**src/rtl/wide_add_sequencer.sv**
```systemverilog
// Multi-precision add/subtract over one shared 16-bit adder, LSB slice first; result valid WORDS cycles after accept.
// No overlap between requests; DONE holds all outputs stable until out_ready, in_valid ignored while busy.
module wide_add_sequencer #(
  parameter int WORDS = 4
) (
  input  logic                  clk,
  input  logic                  rst_n,
  input  logic                  in_valid,
  output logic                  in_ready,
  input  logic [16*WORDS-1:0]   in_a,
  input  logic [16*WORDS-1:0]   in_b,
  input  logic                  in_cin,
  input  logic                  in_sub,
  output logic                  out_valid,
  input  logic                  out_ready,
  output logic [16*WORDS-1:0]   out_sum,
  output logic                  out_cout,
  output logic                  out_ovf,
  output logic                  busy,
  output logic [15:0]           adder_a,
  output logic [15:0]           adder_b,
  output logic                  adder_cin,
  input  logic [15:0]           adder_sum,
  input  logic                  adder_cout
);

  localparam int N  = 16 * WORDS;
  localparam int KW = (WORDS > 1) ? $clog2(WORDS) : 1;
  localparam logic [KW-1:0] K_LAST = KW'(WORDS - 1);

  typedef enum logic [1:0] {IDLE, RUN, DONE} state_t;

  state_t          state_q, state_d;
  logic [KW-1:0]   k_q, k_d;
  logic [N-1:0]    a_q, a_d;
  logic [N-1:0]    b_q, b_d;
  logic            c0_q, c0_d;
  logic            carry_q, carry_d;
  logic [N-1:0]    sum_q, sum_d;
  logic            cout_q, cout_d;
  logic            ovf_q, ovf_d;
  logic            run;

  assign run = (state_q == RUN);

  always_comb begin
    state_d = state_q;
    k_d     = k_q;
    a_d     = a_q;
    b_d     = b_q;
    c0_d    = c0_q;
    carry_d = carry_q;
    sum_d   = sum_q;
    cout_d  = cout_q;
    ovf_d   = ovf_q;
    unique case (state_q)
      IDLE: begin
        if (in_valid) begin
          a_d     = in_a;
          b_d     = in_sub ? ~in_b : in_b;
          c0_d    = in_sub | in_cin;
          k_d     = '0;
          state_d = RUN;
        end
      end
      RUN: begin
        sum_d[{k_q, 4'b0000} +: 16] = adder_sum;
        carry_d = adder_cout;
        k_d     = k_q + 1'b1;
        if (k_q == K_LAST) begin
          // Overflow: operands agree in sign but the top slice's sum bit does not.
          cout_d  = adder_cout;
          ovf_d   = (a_q[N-1] == b_q[N-1]) & (adder_sum[15] != a_q[N-1]);
          k_d     = '0;
          state_d = DONE;
        end
      end
      DONE: begin
        if (out_ready) state_d = IDLE;
      end
      default: state_d = IDLE;
    endcase
  end

  always_ff @(posedge clk or negedge rst_n) begin
    if (!rst_n) begin
      state_q <= IDLE;
      k_q     <= '0;
      a_q     <= '0;
      b_q     <= '0;
      c0_q    <= 1'b0;
      carry_q <= 1'b0;
      sum_q   <= '0;
      cout_q  <= 1'b0;
      ovf_q   <= 1'b0;
    end else begin
      state_q <= state_d;
      k_q     <= k_d;
      a_q     <= a_d;
      b_q     <= b_d;
      c0_q    <= c0_d;
      carry_q <= carry_d;
      sum_q   <= sum_d;
      cout_q  <= cout_d;
      ovf_q   <= ovf_d;
    end
  end

  // in_ready is gated by rst_n so it reads 0 throughout reset, not just after it.
  assign in_ready  = rst_n & (state_q == IDLE);
  assign out_valid = (state_q == DONE);
  assign busy      = (state_q != IDLE);
  assign out_sum   = sum_q;
  assign out_cout  = cout_q;
  assign out_ovf   = ovf_q;
  assign adder_a   = run ? a_q[{k_q, 4'b0000} +: 16] : 16'h0000;
  assign adder_b   = run ? b_q[{k_q, 4'b0000} +: 16] : 16'h0000;
  assign adder_cin = run & ((k_q == '0) ? c0_q : carry_q);

endmodule

```
**config.mk**
```make
export PLATFORM = sky130hd
export DESIGN_NAME = wide_add_sequencer
export DESIGN_NICKNAME = d
export VERILOG_FILES = /design/src/rtl/wide_add_sequencer.sv
export SDC_FILE = /design/constraint.sdc
export NUM_CORES = 1
export LEC_CHECK = 0
export CAP_MARGIN = 30
export CORE_MARGIN = 2
export CORE_UTILIZATION = 48
export DETAILED_ROUTE_END_ITERATION = 8
export GPL_TIMING_DRIVEN = 0
export PLACE_DENSITY_LB_ADDON = 0.08
export REMOVE_ABC_BUFFERS = 1
export SLEW_MARGIN = 15
export SYNTH_ARGS = -nofsm -noshare
export SYNTH_HDL_FRONTEND = slang
export SYNTH_SLANG_ARGS = --single-unit
```
**constraint.sdc**
```tcl
create_clock -name clk -period 3.2 [get_ports clk]
set_clock_uncertainty 0.1 [all_clocks]
set_input_delay 0.64 -clock clk [delete_from_list [all_inputs] [get_ports clk]]
set_output_delay 0.64 -clock clk [all_outputs]
set_load 0.02 [all_outputs]
```
Word level (Yosys, flattened, before mapping)
Cells that the tools add are included.
W data, S select, Z words.
- flip-flop bits (word level): 200
- word-level logic and storage cells: 48
- add/subtract/negate cells: 2
- equality and inequality tests: 8
- shifts and indexed selects: 4
- mux-type cells: 12
- bitwise logic cells: 5
- reductions and logical operators: 8
- operators with widths (kind ; count):
    $shiftx A64 B7 Y16 ; 2
    $bwmux W64 ; 1
    $mux W64 ; 1
    $not A64 Y64 ; 1
    $shift A16 B8 Y64 const A ; 1
    $shiftx A16 B8 Y64 ; 1
    $mux W16 ; 2
    $mux W2 ; 5
    $neg A6 Y8 ; 1
    $pmux W2 S3 ; 1
    $reduce_and A2 Y1 ; 3
    $eq A2 B2 Y1 const B ; 2
    $logic_not A2 Y1 ; 2
    $ne A2 B1 Y1 const B ; 2
    $pmux W2 S2 ; 1
    $reduce_bool A2 Y1 ; 2
    $and A1 B1 Y1 ; 3
    $reduce_and A3 Y1 ; 1
    $add A2 B1 Y2 const B ; 1
    $eq A2 B1 Y1 const B ; 1
    $ne A2 B2 Y1 const B ; 1
    $eq A1 B1 Y1 ; 1
    $mux W1 ; 1
    $ne A1 B1 Y1 ; 1
    $or A1 B1 Y1 ; 1

Longest topological paths before layout
Gate-level depths: netlist of run 1.
- depth after elaboration: 3
- depth in mapped cells: 9
- gate-level depth less buffers: 5

Least setup slack after synthesis of run 1
OpenSTA, ideal clock, no wires.
- path type: reg2out
- start point: register k_q[1]
- end point: output port adder_cin
- arrival: 1.831 ns
- required time: 2.460 ns
- setup slack: 0.629 ns
- stages on the path, launching flop included: 8
- path buffers: 3
- cell sequence: dfrtp_1 clkbuf_1 clkbuf_1 inv_1 ha_1 clkbuf_1 mux2i_1 nor2_1
- cells in the longest elaborated chain, start to end: 3
- ends and longest elaborated chain (item ; RTL line ; source):
    from (decl) ; 34 ; logic [KW-1:0] k_q, k_d;
    from (signal assigned) ; 98 ; k_q <= k_d;
    $logic_not A2 Y1 ; 118 ; assign adder_cin = run & ((k_q == '0) ? c0_q : carry_q);
    $mux W1 ; 118 ;
    $and A1 B1 Y1 ; 118 ;
    to (decl) ; 22 ; output logic adder_cin,
Every way passes these cells.

Worst setup path in the final report of run 1
- start point: register k_q[0]
- end point: output port adder_b[9]
- cells in the longest elaborated chain, start to end: 2
- ends and longest elaborated chain (item ; RTL line ; source):
    $shiftx A64 B7 Y16 ; 117 ; assign adder_b = run ? b_q[{k_q, 4'b0000} +: 16] : 16'h0000;
    $mux W16 ; 117 ;
    to (decl) ; 21 ; output logic [15:0] adder_b,
Every way passes these cells.

==> results.md, run 1 <==
* Tot Pwr at 12250 uW
* Antenna Violating Nets Remaining at 0
* Bufs and invs on worst path at 2
* Buffers added on ports at 252
* DRC viols at 0
* Drt initial violations at ~310
* Final Non-Filler Cells at between 1000 and 1500
* Synthesized cell area at approximately 0.0090 mm^2
* Synth warnings at 0
* # H-tree levels at 4
* Area after DPL at about 0.012 mm^2
* Max incr delay on CP at approximately 0.56 ns
* HP Class: input pin to asynchronous set/reset pin
* Setup slack at placement at -0.1573 ns
* VDD IR-drop max at roughly 0.00043 V
* CTS Sinks at 200
* Mux share of post-synthesis cell area at slightly above 8%
* Skew-Pair Late Insertion Delay at between 0.4 and 0.5 ns
* Synth Area in Compound Gates at between 10% and 20%
* Final core utilization at between 60% and 70%
* Die width at about 140 um
* First-pass GRT wire length at 35260 um
* Clock buffer depth at 2
* Die Footprint at slightly below 0.02 mm^2
* Clk slew on worst S/H paths at approximately 0.070 ns
* Area contributors post-synth: dfrtp_1, nand2_1, mux4_2, a22o_1, xnor2_1
* Vias in the first global route at slightly below 7000
* Nets at around 1200
* Yosys top cell area share at 55.64%
* Adder-cell share of the synthesized area at 0.6955%
* Main combinational cell family by area after synthesis: simple AND/OR/NAND/NOR gates
* Initial antenna violation count at 0
* CP Class: flip-flop to output port
* CP top delay family: buffers and inverters
* Count of pins over their slew limit at 0
* Sequential share of the synthesized area at 55.64%
* Arrival time worst endpoint at between 2 and 2.5 ns
* Inst Count DP at between 1000 and 1500
* IO Pins at 253
* XOR/XNOR Fraction of Synth Area at under 10%
* Mapped Cells at between 800 and 900
* Die H at ~140 um
* Post-Route WL at 21710 um
* CTS Root Cell: clkbuf_16
* Setup Viol. Count Final at 0
* Critical Path Fanout Max at 30
* Routability Congestion at around 0.75
* Fin crit period at approximately 3.1 ns
* Simple-Gate Fraction of Synth Area at ~15%
* Vias at 6715
* Fin worst setup slack at 0.08351 ns
* Mean post-synth cell area at 10.94 um^2
* Netlist cell types at 33
* Unrepaired setup endpoints after global routing: false
* Fin crit share at between 90 and 100%
* Initial Util at between 40% and 50%
* CP required at 2.46 ns
* Antenna cells at 0
* Pin count of the biggest net entering global routing at 85
* Area growth from synthesis to layout at 38.98%
* Yosys top cell by area: dfrtp_1
* Via density at around 5.2
* Register bit total from synthesis at 200
* Run status: finished, final reports clean
* Critical-path top delay cell: clkdlybuf4s50_1
* TritonCTS clock tree: yes
* # Max-Cap Violations at 0
* DR WL/cell at 16.69 um
* Slew margin rel. at about 40%
* PwrDens at around 980 mW/mm^2
* CORE AREA at 0.01852 mm^2
* CTS buffer count at 17
* First-pass DRT Iterations at 4
* Max Clk Rate at 0.3209 GHz
* Final Hold Fails at 0
* CP endpoint kind: output port
* Critical Path Source Type: flip-flop
* Design Area, Final at roughly 0.013 mm^2
* Overflow after GRT at 0
* Hpwl dp at 14390 um
* Worst-Margin Slew at roughly 0.90 ns
* CP cell instances: buf_16 > mux4_2 > and2_1 > clkdlybuf4s50_1
* Gr usage total at 22.77%
* Layout cells sized above 1 at a little under a tenth
* Static Leak at 0.005633 uW
* Core Rows at 50
[cell families after synthesis]
logic type,Yosys count
adder cells (fa/ha/maj),5
XOR/XNOR,64
AND/OR/NAND/NOR,319
flip-flops,200
multiplexers,34
buffers and inverters,65
AO/OA/AOI/OAI,135
[through the flow]
stage | hold WS (ns) | setup TNS (ns)
final | 0.06004 | 0
after floorplan | 0.2444 | -162.81
after CTS | 0.04999 | -0.5753
after global placement | 0.3541 | -2035.11
after detailed placement | 0.3577 | -0.8887
after global routing | 0.06727 | 0
[synthesized netlist by cell type (all sizes together)]
master and count:
mux2i 1, nand3 2, ha 5, nor2 4, buf 35, a22o 64, nand2b 3, nor4 4
and2b 1, nand2 264, inv 6, mux2 1, and3b 1, nor4b 1, or3b 1, clkbuf 24
o31ai 1, o21ai 69, nor3 1, mux4 32, dfrtp 200, nor3b 1, a21oi 1, xnor2 64
nand3b 3, and2 32, or2 1
[path summary, 6_finish.rpt]
check                             start          end  slack (ns)  cells past startpoint
worst min-delay path              rst_n      a_q[21]        0.06                      2
max in group asynchronous         rst_n  out_sum[47]        2.18                      3
worst min register to register  a_q[54]      a_q[54]        0.37                      2
worst max-delay path             k_q[0]   adder_b[9]        0.08                      4
min in group clk                a_q[54]      a_q[54]        0.37                      2
worst max register to register   k_q[1]  out_sum[23]        0.28                      7
[state kept, by name, summed over array words and instances, names as in the netlist]
| register | cells |
|---|---|
| a_q | 64 |
| c0_q | 1 |
| out_cout | 1 |
| b_q | 64 |
| k_q | 2 |
| carry_q | 1 |
| out_ovf | 1 |
| state_q | 2 |
| out_sum | 64 |
[worst reg2reg max path: cells and delay by family (launching register included)]
| family | cells | cell delay [ns] |
|---|---|---|
| compound gates | 1 | 0.13 |
| fa+ha+maj | 1 | 0.16 |
| buf+inv | 3 | 0.58 |
| flops | 1 | 0.60 |
| simple gates | 2 | 1.29 |
[layer usage]
layer	routed length [um]	share of wire, %	global-route usage (%)	vias to the layer above
li1	-	-	-	3221
met1	9731	45	30.87	3271
met2	10080	46	35.89	188
met3	1297	6.0	5.876	35
met4	603	2.8	8.211	0
met5	0	0	0	-
[cell usage in the layout (no fill, tap or decap), types with 3 or more instances in the layout]
master | netlist | routed
clkinv_8 | 0 | 3
dlymetal6s2s_1 | 0 | 4
dfrtp_1 | 200 | 198
buf_16 | 0 | 6
nand2b_1 | 3 | 3
o21ai_0 | 69 | 69
inv_1 | 6 | 6
and2_1 | 32 | 32
nand2_1 | 264 | 264
nor4_4 | 1 | 3
inv_6 | 0 | 3
ha_1 | 5 | 4
buf_6 | 7 | 3
xnor2_1 | 64 | 64
inv_8 | 0 | 3
a22o_1 | 64 | 64
clkbuf_16 | 0 | 17
clkdlybuf4s50_1 | 0 | 245
mux4_2 | 32 | 32
nor2_1 | 4 | 4
buf_4 | 2 | 8
[where the power goes]
group,internal [uW],total (uW),switching [uW]
clock network,1200,2260,1060
registers,3670,4310,640
logic,2820,5670,2860
[timing repair]
item	CTS	global route
hold buffers	3	0
setup endpoints to repair	44	10
pin swaps	0	0
resized for setup	4	6
setup buffers	1	0
hold endpoints to repair	6	0
[final cells by class]
| cell class | count | area [um^2] |
|---|---|---|
| tap | 234 | 292.8 |
| clock inverter | 15 | 201.4 |
| clock buffer | 17 | 425.4 |
| sequential | 200 | 5012 |
| fill | 1486 | 6017 |
| timing repair buffer | 272 | 2845 |
| multi-input combinational | 557 | 3701 |
| inverter | 6 | 22.52 |
Note: power is estimated with default switching activity, not from simulation.
==> inputs of run 2 (changes only) <==
==> constraint.sdc (replaced) <==
create_clock -name clk -period 3.2 [get_ports clk]
set_clock_uncertainty 0.1 [all_clocks]
set_input_delay 0.64 -clock clk [delete_from_list [all_inputs] [get_ports clk]]
set_output_delay 0.64 -clock clk [all_outputs]
set_load 0.005 [all_outputs]
==> results.md, run 2 (synthesized netlist as in run 1, its figures left out) <==
* Routability Congestion at 0.7469 (unchanged)
* Drt initial violations at 365 (was 311)
* PwrDens at 921.3 mW/mm^2 (was 979.6 mW/mm^2)
* CP cell instances: buf_16 > inv_1 > ha_4 > mux2i_1 > nor2_1 > clkdlybuf4s50_1 (was buf_16 > mux4_2 > and2_1 > clkdlybuf4s50_1)
* Fin crit period at 3.058 ns (was 3.116 ns)
* CTS Root Cell: clkbuf_16 (unchanged)
* Static Leak at 0.005588 uW (was 0.005633 uW)
* Number of cells on the worst reg-to-reg path at 7 (unchanged)
* Pin count of the biggest net entering global routing at 85 (unchanged)
* CP top delay family: buffers and inverters (unchanged)
* Max incr delay on CP at 0.50 ns (was 0.56 ns)
* CP endpoint kind: output port (unchanged)
* Arrival time worst endpoint at 2.32 ns (was 2.38 ns)
* Critical-path top delay cell: dfrtp_4 (was clkdlybuf4s50_1)
* Fin crit share at 95.57% (was 97.39%)
* CTS Sinks at 200 (unchanged)
* Post-Route WL at 21950 um (was 21710 um)
* Hpwl dp at 14390 um (unchanged)
* Die width at 140.9 um (unchanged)
* Total negative setup slack at 0 ns (unchanged)
* CP required at 2.46 ns (about the same)
* Area growth from synthesis to layout at 39.35% (was 38.98%)
* Most frequent cells in the layout: nand2_1, clkdlybuf4s50_1, dfrtp_1 (unchanged)
* Run status: finished, final reports clean (unchanged)
* Tot Pwr at 11550 uW (was 12250 uW)
* Die H at 140.9 um (unchanged)
* Initial Util at 48.57% (unchanged)
* Antenna Violating Nets Remaining at 0 (unchanged)
* CTS buffer count at 17 (unchanged)
* IO Pins at 253 (unchanged)
* Final Hold Fails at 0 (unchanged)
* First-pass GRT wire length at 35260 um (unchanged)
* CP Class: flip-flop to output port (unchanged)
* DRC viols at 0 (unchanged)
* # H-tree levels at 4 (unchanged)
* Fillers at 1474 (was 1486)
* Die Footprint at 0.01985 mm^2 (unchanged)
* Vias in the first global route at 6725 (was 6724)
* Worst-Margin Slew at 0.8885 ns (was 0.9034 ns)
* Vias at 6721 (was 6715)
* Layout cells sized above 1 at 9.355% (was 9.185%)
* Clock buffer depth at 2 (unchanged)
* Skew-Pair Late Insertion Delay at 0.44 ns (about the same)
* Antenna cells at 0 (unchanged)
* Setup Viol. Count Final at 0 (unchanged)
* Via density at 5.158 (was 5.161)
* # Max-Cap Violations at 0 (unchanged)
* DR WL/cell at 16.84 um (was 16.69 um)
* Nets at 1212 (was 1210)
* Core Rows at 50 (unchanged)
* Levels on crit path at 6 (was 4)
* Max Clk Rate at 0.3270 GHz (was 0.3209 GHz)
* Hold path cells at 2
* First-pass DRT Iterations at 4 (unchanged)
* HP Class: flip-flop to flip-flop (was input pin to asynchronous set/reset pin)
* Initial antenna violation count at 0 (unchanged)
* Worst hold slack at 0.3735 ns (was 0.06004 ns)
* Overflow after GRT at 0 (unchanged)
* TritonCTS clock tree: yes (unchanged)
* Bufs and invs on worst path at 3 (was 2)
* Leading cell type in the layout, fill and taps excluded: nand2_1 (unchanged)
* Critical Path Source Type: flip-flop (unchanged)
* Gr usage total at 22.76% (was 22.77%)
* Unrepaired setup endpoints after global routing: false (unchanged)
* Buffers added on ports at 252 (unchanged)
* CORE AREA at 0.01852 mm^2 (unchanged)
* Final core utilization at 67.69% (was 67.51%)
* Clk slew on worst S/H paths at 0.07 ns (about the same)
* VDD IR-drop max at 0.0004278 V (was 0.0004283 V)
* Critical Path Fanout Max at 30 (unchanged)
* Count of pins over their slew limit at 0 (unchanged)
* Slew margin rel. at 40.59% (was 39.59%)
run 2: cell count changes in the layout (fill, tap and decap cells not counted):
cell,delta
dlygate4sd2_1,-1
dlymetal6s2s_1,-4
buf_4,+1
ha_2,-1
ha_4,+1
clkbuf_16,+1
clkdlybuf4s50_1,+5
run 2: where the power goes:
group	total, uW	internal [uW]	switching (uW)
registers	4280	3670	609
clock network	2260	1200	1060
logic	5010	2840	2170
run 2: what timing repair did:
action / in CTS / in global routing
endpoints found under the hold margin: 6 / 0
resized for setup: 5 / 1
setup buffers: 1 / 1
hold buffers: 3 / 0
gates cloned: 0 / 1
setup endpoints to repair: 35 / 10
run 2: routing by layer:
layer  GRT usage (%)  up-vias  part of all wire (%)
li1                -     3228                     -
met1           30.85     3269                    44
met2           35.89      189                    47
met3           5.876       35                   6.3
met4           8.211        0                   2.8
met5               0        -                     0
run 2: through the flow:
step | setup WS, ns | std cells | cell area (um^2)
finish | 0.1418 | 1303 | 12530
CTS | 0.06105 | 1298 | 12460
floorplan | -1.545 | 763 | 8686
global route | 0.02949 | 1303 | 12530
detailed placement | -0.1573 | 1262 | 11760
global placement | -7.167 | 1249 | 11500
run 2: final timing paths:
path	slack, ns	endpoint	start
setup / recovery	0.14	adder_cin	k_q[0]
hold / removal	0.37	a_q[54]	a_q[54]
setup reg to reg	0.41	out_sum[23]	k_q[1]
hold reg to reg	0.37	a_q[54]	a_q[54]
max in group asynchronous	1.59	a_q[43]	rst_n
min in group asynchronous	0.50	a_q[8]	rst_n
run 2: area by class of cell:
| class | instances | area [um^2] | share of cell area (%) |
|---|---|---|---|
| Sequential cell | 200 | 5012 | 39.99 |
| Tap cell | 234 | 292.8 | 2.336 |
| Clock buffer | 17 | 425.4 | 3.394 |
| Multi-Input combinational cell | 557 | 3711 | 29.61 |
| Timing Repair Buffer | 274 | 2869 | 22.89 |
| Inverter | 6 | 22.52 | 0.1797 |
| Clock inverter | 15 | 201.4 | 1.607 |
run 2: worst min-delay path: cells and delay by family, from the launching register on:
kind / cells / cell delay [ns]
DFF: 1 / 0.34
and+or+nand+nor: 2 / 0.10
